$ cat src/rtl/vp_key_event_queue_if.sv
// Event handshake between the key event queue (master) and its keymap consumer (slave).
interface vp_key_event_queue_if;
   logic       ev_valid;
   logic [7:0] ev_ascii;
   logic       ev_released;
   logic       ev_ack;

   modport master (output ev_valid, ev_ascii, ev_released, input ev_ack);
   modport slave  (input ev_valid, ev_ascii, ev_released, output ev_ack);
endinterface

$ cat src/rtl/vp_key_event_queue.sv
// Merges joystick keypads into key press/release events and queues them with PS/2 keyboard events.
// Optional feature: define VP_KEY_ANTIGHOST_EN to report at most one merged key pressed at a time.
module vp_key_event_queue #(
   parameter int NUM_JOY      = 2,
   parameter int KEYS_PER_JOY = 10,
   parameter int FIFO_DEPTH   = 8
) (
   input  logic                            clk_sys,
   input  logic                            reset,
   input  logic [NUM_JOY*KEYS_PER_JOY-1:0] joy_keys,
   input  logic                            ps2_stb,
   input  logic [7:0]                      ps2_ascii,
   input  logic                            ps2_released,
   vp_key_event_queue_if.master            ev,
   output logic                            overflow
);
   localparam int AW = $clog2(FIFO_DEPTH);
   localparam int IW = (KEYS_PER_JOY > 1) ? $clog2(KEYS_PER_JOY) : 1;

   typedef enum logic {SCAN, STALL} state_t;

   state_t                  state_q, state_d;
   logic [IW-1:0]           idx_q, idx_d, idx_next;
   logic [KEYS_PER_JOY-1:0] reported_q, reported_d;
   logic [KEYS_PER_JOY-1:0] merged;
   logic [8:0]              mem_q [FIFO_DEPTH];
   logic [8:0]              mem_d [FIFO_DEPTH];
   logic [AW-1:0]           wr_ptr_q, wr_ptr_d, rd_ptr_q, rd_ptr_d;
   logic [AW:0]             count_q, count_d;
   logic                    overflow_q, overflow_d;

   logic       full, pop, room, push, cur, changed, ghost;
   logic [8:0] push_data;

   function automatic logic [7:0] key_code(input logic [IW-1:0] k);
      int unsigned ki;
      ki = 32'(k);
      if (ki < 9)       key_code = 8'(ki + 32'h31);
      else if (ki == 9) key_code = 8'h30;
      else              key_code = 8'(ki + 32'h80);
   endfunction

   always_comb begin
      merged = '0;
      for (int unsigned j = 0; j < NUM_JOY; j++)
         for (int unsigned k = 0; k < KEYS_PER_JOY; k++)
            merged[k] = merged[k] | joy_keys[j*KEYS_PER_JOY + k];
   end

   always_comb begin
      full     = (count_q == (AW+1)'(FIFO_DEPTH));
      pop      = (count_q != '0) & ev.ev_ack;
      room     = !full || pop;
      cur      = merged[idx_q];
      changed  = cur != reported_q[idx_q];
      idx_next = (idx_q == IW'(KEYS_PER_JOY-1)) ? '0 : idx_q + IW'(1);
`ifdef VP_KEY_ANTIGHOST_EN
      // reported[idx] is 0 whenever a press is pending, so any set bit is another held key
      ghost = cur & (|reported_q);
`else
      ghost = 1'b0;
`endif

      state_d    = state_q;
      idx_d      = idx_q;
      reported_d = reported_q;
      overflow_d = overflow_q;
      mem_d      = mem_q;
      wr_ptr_d   = wr_ptr_q;
      rd_ptr_d   = rd_ptr_q;
      push       = 1'b0;
      push_data  = '0;

      if (ps2_stb) begin
         if (room) begin
            push      = 1'b1;
            push_data = {ps2_released, ps2_ascii};
         end else begin
            overflow_d = 1'b1;
         end
      end

      case (state_q)
         SCAN: begin
            if (full && !pop) begin
               state_d = STALL;
            end else if (!changed || ghost) begin
               idx_d = idx_next;
            end else if (!ps2_stb) begin
               push                = 1'b1;
               push_data           = {~cur, key_code(idx_q)};
               reported_d[idx_q]   = cur;
               idx_d               = idx_next;
            end
         end
         STALL: begin
            if (!full) state_d = SCAN;
         end
         default: state_d = SCAN;
      endcase

      if (push) begin
         mem_d[wr_ptr_q] = push_data;
         wr_ptr_d        = wr_ptr_q + AW'(1);
      end
      if (pop) rd_ptr_d = rd_ptr_q + AW'(1);

      case ({push, pop})
         2'b10:   count_d = count_q + (AW+1)'(1);
         2'b01:   count_d = count_q - (AW+1)'(1);
         default: count_d = count_q;
      endcase
   end

   always_ff @(posedge clk_sys or posedge reset) begin
      if (reset) begin
         state_q    <= SCAN;
         idx_q      <= '0;
         reported_q <= '0;
         overflow_q <= 1'b0;
         wr_ptr_q   <= '0;
         rd_ptr_q   <= '0;
         count_q    <= '0;
         for (int unsigned i = 0; i < FIFO_DEPTH; i++) mem_q[i] <= '0;
      end else begin
         state_q    <= state_d;
         idx_q      <= idx_d;
         reported_q <= reported_d;
         overflow_q <= overflow_d;
         wr_ptr_q   <= wr_ptr_d;
         rd_ptr_q   <= rd_ptr_d;
         count_q    <= count_d;
         mem_q      <= mem_d;
      end
   end

   assign ev.ev_valid    = (count_q != '0);
   assign ev.ev_ascii    = mem_q[rd_ptr_q][7:0];
   assign ev.ev_released = mem_q[rd_ptr_q][8];
   assign overflow       = overflow_q;
endmodule

$ cat src/flat_wrapper.sv
// flat-port wrapper written by rule: the top's interface ports become plain ports
module vp_key_event_queue_flat 
#(
   parameter int NUM_JOY      = 2,
   parameter int KEYS_PER_JOY = 10,
   parameter int FIFO_DEPTH   = 8
)
  (clk_sys, reset, joy_keys, ps2_stb, ps2_ascii, ps2_released, overflow, ev_ev_valid, ev_ev_ascii, ev_ev_released, ev_ev_ack);
  vp_key_event_queue_if ev_i ();
  input  logic clk_sys;
  input  logic reset;
  input  logic [NUM_JOY*KEYS_PER_JOY-1:0] joy_keys;
  input  logic ps2_stb;
  input  logic [7:0] ps2_ascii;
  input  logic ps2_released;
  output logic overflow;
  output wire logic [$bits(ev_i.ev_valid)-1:0] ev_ev_valid;
  output wire logic [$bits(ev_i.ev_ascii)-1:0] ev_ev_ascii;
  output wire logic [$bits(ev_i.ev_released)-1:0] ev_ev_released;
  input wire logic [$bits(ev_i.ev_ack)-1:0] ev_ev_ack;
  assign ev_ev_valid = ev_i.ev_valid;
  assign ev_ev_ascii = ev_i.ev_ascii;
  assign ev_ev_released = ev_i.ev_released;
  assign ev_i.ev_ack = ev_ev_ack;
  vp_key_event_queue #(.NUM_JOY(NUM_JOY), .KEYS_PER_JOY(KEYS_PER_JOY), .FIFO_DEPTH(FIFO_DEPTH)) u_core (.clk_sys(clk_sys), .reset(reset), .joy_keys(joy_keys), .ps2_stb(ps2_stb), .ps2_ascii(ps2_ascii), .ps2_released(ps2_released), .ev(ev_i), .overflow(overflow));
endmodule
$ cat config.mk
export PLATFORM = sky130hd
export DESIGN_NAME = vp_key_event_queue_flat
export DESIGN_NICKNAME = d
export VERILOG_FILES = /design/src/rtl/vp_key_event_queue_if.sv /design/src/rtl/vp_key_event_queue.sv /design/src/flat_wrapper.sv
export SDC_FILE = /design/constraint.sdc
export NUM_CORES = 1
export LEC_CHECK = 0
export BUFFER_PORTS_ARGS = -buffer_cell sky130_fd_sc_hd__buf_2
export CAP_MARGIN = 20
export CORE_MARGIN = 10
export CORE_UTILIZATION = 26
export CTS_BUF_LIST = sky130_fd_sc_hd__clkbuf_16
export DETAILED_ROUTE_END_ITERATION = 16
export MAX_ROUTING_LAYER = met4
export PLACE_DENSITY = 0.51
export SLEW_MARGIN = 15
export SYNTH_ARGS = -nofsm -noshare
export SYNTH_HDL_FRONTEND = slang
export SYNTH_SLANG_ARGS = --single-unit
$ cat constraint.sdc
create_clock -name clk_sys -period 3.3 [get_ports clk_sys]
set_input_delay 0.66 -clock clk_sys [delete_from_list [all_inputs] [get_ports clk_sys]]
set_output_delay 0.66 -clock clk_sys [all_outputs]
set_load 0.03 [all_outputs]
After elaboration in Yosys (flattened, before gate mapping)
Index checks and enable logic that the tools add are counted.

storage, ports and cells
  register bits = 98
  input bits = 33
  output and inout port bits = 11
  logic and storage cells = 97

cells by class
  add/sub/neg operators = 7
  $lt $le $gt $ge = 6
  equal/unequal tests = 6
  mux-type cells = 34
  bitwise operators = 18
  reduce and logical (&&, ||, !) cells = 11

operators with widths
  operator                                                     count
  2-to-1 mux 9 bit                                             9
  bitwise mux 72 bit                                           1
  binary-select mux 9 bit (select 3 bit)                       1
  demux 9 bit (select 3 bit)                                   1
  2-to-1 mux 8 bit                                             2
  2-to-1 mux 4 bit                                             3
  2-to-1 mux 1 bit                                             11
  bitwise mux 10 bit                                           1
  bitwise OR 1 bit                                             10
  adder 4 x 1 -> 4 bit (second input constant)                 2
  adder 4 x 8 -> 8 bit (second input constant)                 1
  binary-select mux 1 bit (select 4 bit)                       2
  == test 4 bit (second input constant)                        2
  >= comparator 4 bit (second input constant)                  2
  inverter 3 -> 4 bit                                          2
  one-hot mux 4 bit (2 select lines)                           1
  adder 4 x 6 -> 7 bit (second input constant)                 1
  adder 3 x 1 -> 3 bit (second input constant)                 2
  less-than comparator 4 x 5 -> 1 bit (second input constant)  1
  inverter 1 bit                                               5
  demux 1 bit (select 4 bit)                                   1
  >= comparator 4 x 1 -> 1 bit (second input constant)         1
  less-than comparator 4 x 1 -> 1 bit (second input constant)  1
  less-than comparator 4 bit (second input constant)           1
  15 further kinds                                             18

Depth between registers and ports, before layout
  depth after elaboration = 11
  gate-level depth with buffers = 17
  mapped depth without buffers = 13

Worst setup path after synthesis
Ideal clock, no wire load.

  path type = input port to flip-flop
  start = in joy_keys[18]
  end = reg u_core.count_q[2]
  setup time = 125 ps
  arrival time = 3162 ps
  data required time = 3175 ps
  setup slack = 12 ps
  stages on the path = 14
  path buffers = 2
  cell sequence = o31a_1 a211o_1 o31a_1 buf_4 xnor2_1 buf_2 a21oi_2 ha_1 xor2_1 ha_1 a21oi_1 xor2_1 nor2_1 xor2_1

between the ends
  word-level cells in the longest chain between the ends = 9
  elaborated cells on any way between the ends = 11
  classes of those cells = eq/ne: 3; mux: 6; bitwise: 1; reduce/logical: 1

ends and longest elaborated chain
  element                                                                          RTL line                   source
  start, declared                                                                  flat_wrapper.sv:12         input logic [NUM_JOY*KEYS_PER_JOY-1:0] joy_keys;
  bitwise OR 1 bit (*)                                                             vp_key_event_queue.sv:47   merged[k] = merged[k] | joy_keys[j*KEYS_PER_JOY + k];
  binary-select mux 1 bit (select 4 bit) (*)                                       vp_key_event_queue.sv:54   cur = merged[idx_q];
  2-to-1 mux 1 bit (not written as such) (*)                                       vp_key_event_queue.sv:54
  inequality test 1 bit (*)                                                        vp_key_event_queue.sv:55   changed = cur != reported_q[idx_q];
  2-to-1 mux 1 bit (*)                                                             vp_key_event_queue.sv:87   end else if (!changed || ghost) begin
  2-to-1 mux 1 bit (*)                                                             vp_key_event_queue.sv:85   if (full && !pop) begin
  2-to-1 mux 1 bit (*)                                                             vp_key_event_queue.sv:83   case (state_q)
  == test 2 x 1 -> 1 bit / == test 2 bit (equally long branches)                   vp_key_event_queue.sv:108  case ({push, pop})
  one-hot mux 4 bit (2 select lines) / nonzero test 2 bit (equally long branches)  -
  end signal, assigned                                                             vp_key_event_queue.sv:132  count_q <= count_d;
  end, declared                                                                    vp_key_event_queue.sv:29   logic [AW:0] count_q, count_d;

Mark *: on every way between the ends. The rest lies on a longest branch, timed or not. The select of a mux whose other input is x is not followed.
A chain may end at the register's enable or synchronous reset.

Worst setup path after layout
  start = reg u_core.idx_q[0]
  end = reg u_core.mem_q[2] in the netlist's numbering

between the ends
  word-level cells in the longest chain between the ends = 8
  elaborated cells on any way between the ends = 19
  classes of those cells = add/sub: 2; order compare: 1; eq/ne: 2; mux: 14

ends and longest elaborated chain
  element                                                       RTL line                                            source
  start, declared                                               vp_key_event_queue.sv:23                            logic [IW-1:0] idx_q, idx_d, idx_next;
  start signal, assigned                                        vp_key_event_queue.sv:127                           idx_q <= idx_d;
  adder 4 x 8 -> 8 bit / == test 4 bit (equally long branches)  vp_key_event_queue.sv:40, vp_key_event_queue.sv:39
  2-to-1 mux 8 bit                                              vp_key_event_queue.sv:39                            else if (ki == 9) key_code = 8'h30;
  2-to-1 mux 8 bit                                              vp_key_event_queue.sv:38                            if (ki < 9) key_code = 8'(ki + 32'h31);
  2-to-1 mux 9 bit                                              vp_key_event_queue.sv:89                            end else if (!ps2_stb) begin
  2-to-1 mux 9 bit                                              vp_key_event_queue.sv:87
  2-to-1 mux 9 bit                                              vp_key_event_queue.sv:85
  2-to-1 mux 9 bit                                              vp_key_event_queue.sv:83
  bitwise mux 72 bit                                            vp_key_event_queue.sv:103                           mem_d[wr_ptr_q] = push_data;
  end signal, assigned                                          vp_key_event_queue.sv:133                           mem_q <= mem_d;
  end, declared                                                 vp_key_event_queue.sv:26                            logic [8:0] mem_q [FIFO_DEPTH];

Several ways; a longest one is shown, not always the timed one. The select of a mux whose other input is x is not followed.

==> results_dict.tcl <==
set metrics [dict create \
    netlist.area_leader.share_pct 47.6 \
    rsz0062_at_grt "no" \
    via_per_inst 4.79 \
    antenna_found_initial 0 \
    tightest_slew_ps 819 \
    syn-num-nets 445 \
    synth-edff-count 0 \
    final_nets 498 \
    antenna_cells 0 \
    crit_path_start "u_core.idx_q[0]" \
    seqPwrFrac_pct 28.8 \
    avgSynthCellArea_um2 12.8 \
    path_cells "o31a_1, a211o_1, o31a_1, buf_4, xnor2_4, o21ai_2, mux2_2" \
    synth_warnings 0 \
    synth_most_common_cell "dfrtp_1" \
    synthTopCellsByCount "98 x dfrtp_1, 91 x mux2_2, 20 x mux4_2, 20 x nand2_1, 18 x nor2_1" \
    arrival_ps 3320 \
    fmax_ghz 0.324 \
    setup_viol 0 \
    post-route-period-util_pct 93.6 \
    clock_path_buffers 2 \
    grt_max_degree 54 \
    htreeDepth 3 \
    start_util_pct 26.5 \
    r2r_slack_ps 210 \
    clock_skew_ps 9.87 \
    syn_area_um2 5150 \
    clk-insertion-delay-late_ps 350 \
    slowest_stage "o21ai_2" \
    p_switching_mw 3.05 \
    dr.pass1.iters 4 \
    status "finished clean" \
    yosys-top-cells-area "dfrtp_1 48%, mux2_2 20%, mux4_2 8.7%, ha_1 2.4%, o21ai_2 1.5%" \
    async_reset_ff_share_pct 100 \
    synth_top_family_by_area "multiplexers" \
    dr.first_iter.drc_count 206 \
    path_common_cell "o31a_1" \
    drc_errors 0 \
    syn_to_final_growth_pct 18.4 \
    grt_overflow 0 \
    routed_wl_um 12700 \
    timing.rr.end "u_core.mem_q[2]" \
    synthFlopType "dfrtp_1" \
    synthSimpleGateAreaFrac_pct 7.21 \
    reg2regPathDepth 7 \
    num-fill-cells 1938 \
    crit_type "reg2reg" \
    cp.required_ps 3530 \
    portBuffers 43 \
    drtAntennaViolNets 0 \
    drive_above_1_share_pct 44.4 \
    synth_area_leader_cell "dfrtp_1" \
    syn_inst 402 \
    cts_tree "done" \
    worstSetupEndpointType "flip-flop" \
    start_kind "flip-flop" \
    synth_compound_area_share_pct 8.37 \
    yosysUniqueCellTypes 46 \
    max_cap_viol_count 0 \
    die_y_um 161 \
    dpl.hpwl_um 8860 \
    dieArea_um2 25900 \
    grt_pass1_wl_um 21000 \
    core_um2 19500 \
    hold_path_class "in2async" \
    fp-row-count 51 \
    vdd_drop_max_uv 331 \
    muxShareOfSynthArea_pct 29.7 \
    drv_slew 0 \
    synth_seq_cells 98 \
    clock-sinks 98 \
    seq_area_frac_synth_pct 47.6 \
    period_minus_slack_ps 3090 \
    clockPowerShare_pct 16.0 \
    synth_xor_area_share_pct 2.06 \
    setup_tns_ps 0 \
    r2r_start "u_core.idx_q[0]" \
    grt_pass1_vias 3763 \
    hold_viol_final 0 \
    slowest_delay_ps 690 \
    cp_max_fo 13 \
    power_density_nw_per_um2 1230 \
    finish.utilization_pct 31.4 \
    gp_congestion 0.803 \
    p_sw_share_pct 40.5 \
    grt_usage_pct 10.5 \
    pwr-share-comb_pct 55.1 \
    cp-endpoint "u_core.mem_q[2]" \
    slew_headroom_pct 45.2 \
    cts.clk_slew.worst_paths_ps 70 \
    internal_power_mw 4.48 \
    cts_made_buffers 9 \
    vias 3469 \
    avgRoutedWirePerCell_um 17.6 \
    boundaryPins 44 \
    synth_fa_ha_area_share_pct 2.43 \
    die_width_um 161 \
    power_leakage_nw 2.60 \
    cts_root_buf "clkbuf_16" \
]
==> area by class of cell <==
class                   count  area, µm²  share of cell area, %
repair buffers             64        373                   6.11
inverters                  11       43.8                  0.717
multi-input cells         271       2560                   42.0
well taps                 265        332                   5.43
clock buffers               9        225                   3.69
flip-flops and latches     98       2450                   40.2
clock inverters             6        114                   1.87
==> through the flow <==
| step | setup slack (ps) | area [µm²] | power, mW | instances | hold WS [ps] |
|---|---|---|---|---|---|
| 2_1_floorplan | 12.4 | 5150 | 5.25 | 402 | 453 |
| 3_3_place_gp | 49.5 | 5760 | 6.28 | 709 | 448 |
| 3_5_place_dp | 23.8 | 5760 | 6.39 | 709 | 461 |
| 4_1_cts | 103 | 6100 | 7.62 | 724 | 463 |
| 5_1_grt | 38.6 | 6100 | 8.08 | 724 | 492 |
| 6_report | 210 | 6100 | 7.53 | 724 | 430 |
==> placed cells by master, fill, tap and decap left out, drive strengths merged, types with 3 or more instances in the layout <==
cell	Yosys	layout
a21oi	9	9
a32o	7	7
and2	3	3
buf	8	64
bufinv	0	3
clkbuf	14	9
dfrtp	98	98
ha	10	10
inv	11	13
mux2	94	94
mux4	20	20
nand2	20	20
nand3	8	8
nand4	9	9
nor2	18	18
nor2b	4	4
nor3	7	7
o21ai	21	21
xnor2	6	6
xor2	4	4
==> state kept, by name, summed over array words and instances (netlist names) <==
signal and count:
u_core.overflow 1, u_core.rd_ptr_q 3, u_core.count_q 4, u_core.reported_q 10
u_core.state_q 1, u_core.wr_ptr_q 3, u_core.mem_q 72, u_core.idx_q 4
==> worst max-delay path: cells and delay by family (launching register included) <==
| kind | cells | cell delay (ps) |
|---|---|---|
| buffers and inverters | 1 | 170 |
| xor gates and xnor gates | 1 | 190 |
| AOI/OAI and AO/OA | 4 | 1660 |
| muxes | 1 | 420 |
| DFF | 1 | 510 |
==> how the worst min path moves through the flow <==
stage | from | endpoint | slack (ps) | cells past startpoint
2_1_floorplan | u_core.mem_q[8] | u_core.mem_q[8] | 450 | 1
3_3_place_gp | u_core.overflow | u_core.overflow | 450 | 1
3_5_place_dp | u_core.overflow | u_core.overflow | 460 | 1
4_1_cts | reset | u_core.mem_q[18] | 460 | 2
5_1_grt | reset | u_core.mem_q[52] | 490 | 2
6_report | reset | u_core.mem_q[62] | 430 | 2
==> what timing repair did <==
item | 4_1_cts | 5_1_grt
hold buffers | 0 | 0
gates resized for setup | 0 | 1
setup endpoints to repair | 0 | 18
buffers inserted | 0 | 0
==> per-layer routing <==
| layer | part of all wire (%) | vias up | GRT usage [%] |
|---|---|---|---|
| met3 | 3.6 | 11 | 2.15 |
| li1 | - | 1609 | - |
| met5 | 0 | - | - |
| met2 | 47 | 60 | 16.7 |
| met4 | 1.4 | 0 | 3.68 |
| met1 | 48 | 1789 | 12.9 |
==> cell families (layout without fill, tap and decap cells) <==
kind of cell | count (synthesis) | in the layout
buffers and inverters | 33 | 90
muxes | 116 | 116
and+or+nand+nor | 77 | 77
adders and majority gates | 10 | 10
AOI/OAI and AO/OA | 58 | 58
xor gates and xnor gates | 10 | 10
DFF | 98 | 98
==> power by group through the flow <==
stage | Combinational [mW] | Sequential, mW | Clock, mW
2_1_floorplan | 3.24 | 2.00 | 0
3_3_place_gp | 4.12 | 2.16 | 0
3_5_place_dp | 4.20 | 2.19 | 0
4_1_cts | 4.22 | 2.17 | 1.24
5_1_grt | 4.54 | 2.25 | 1.29
6_report | 4.15 | 2.17 | 1.21
(Power assumes the default switching activity.)
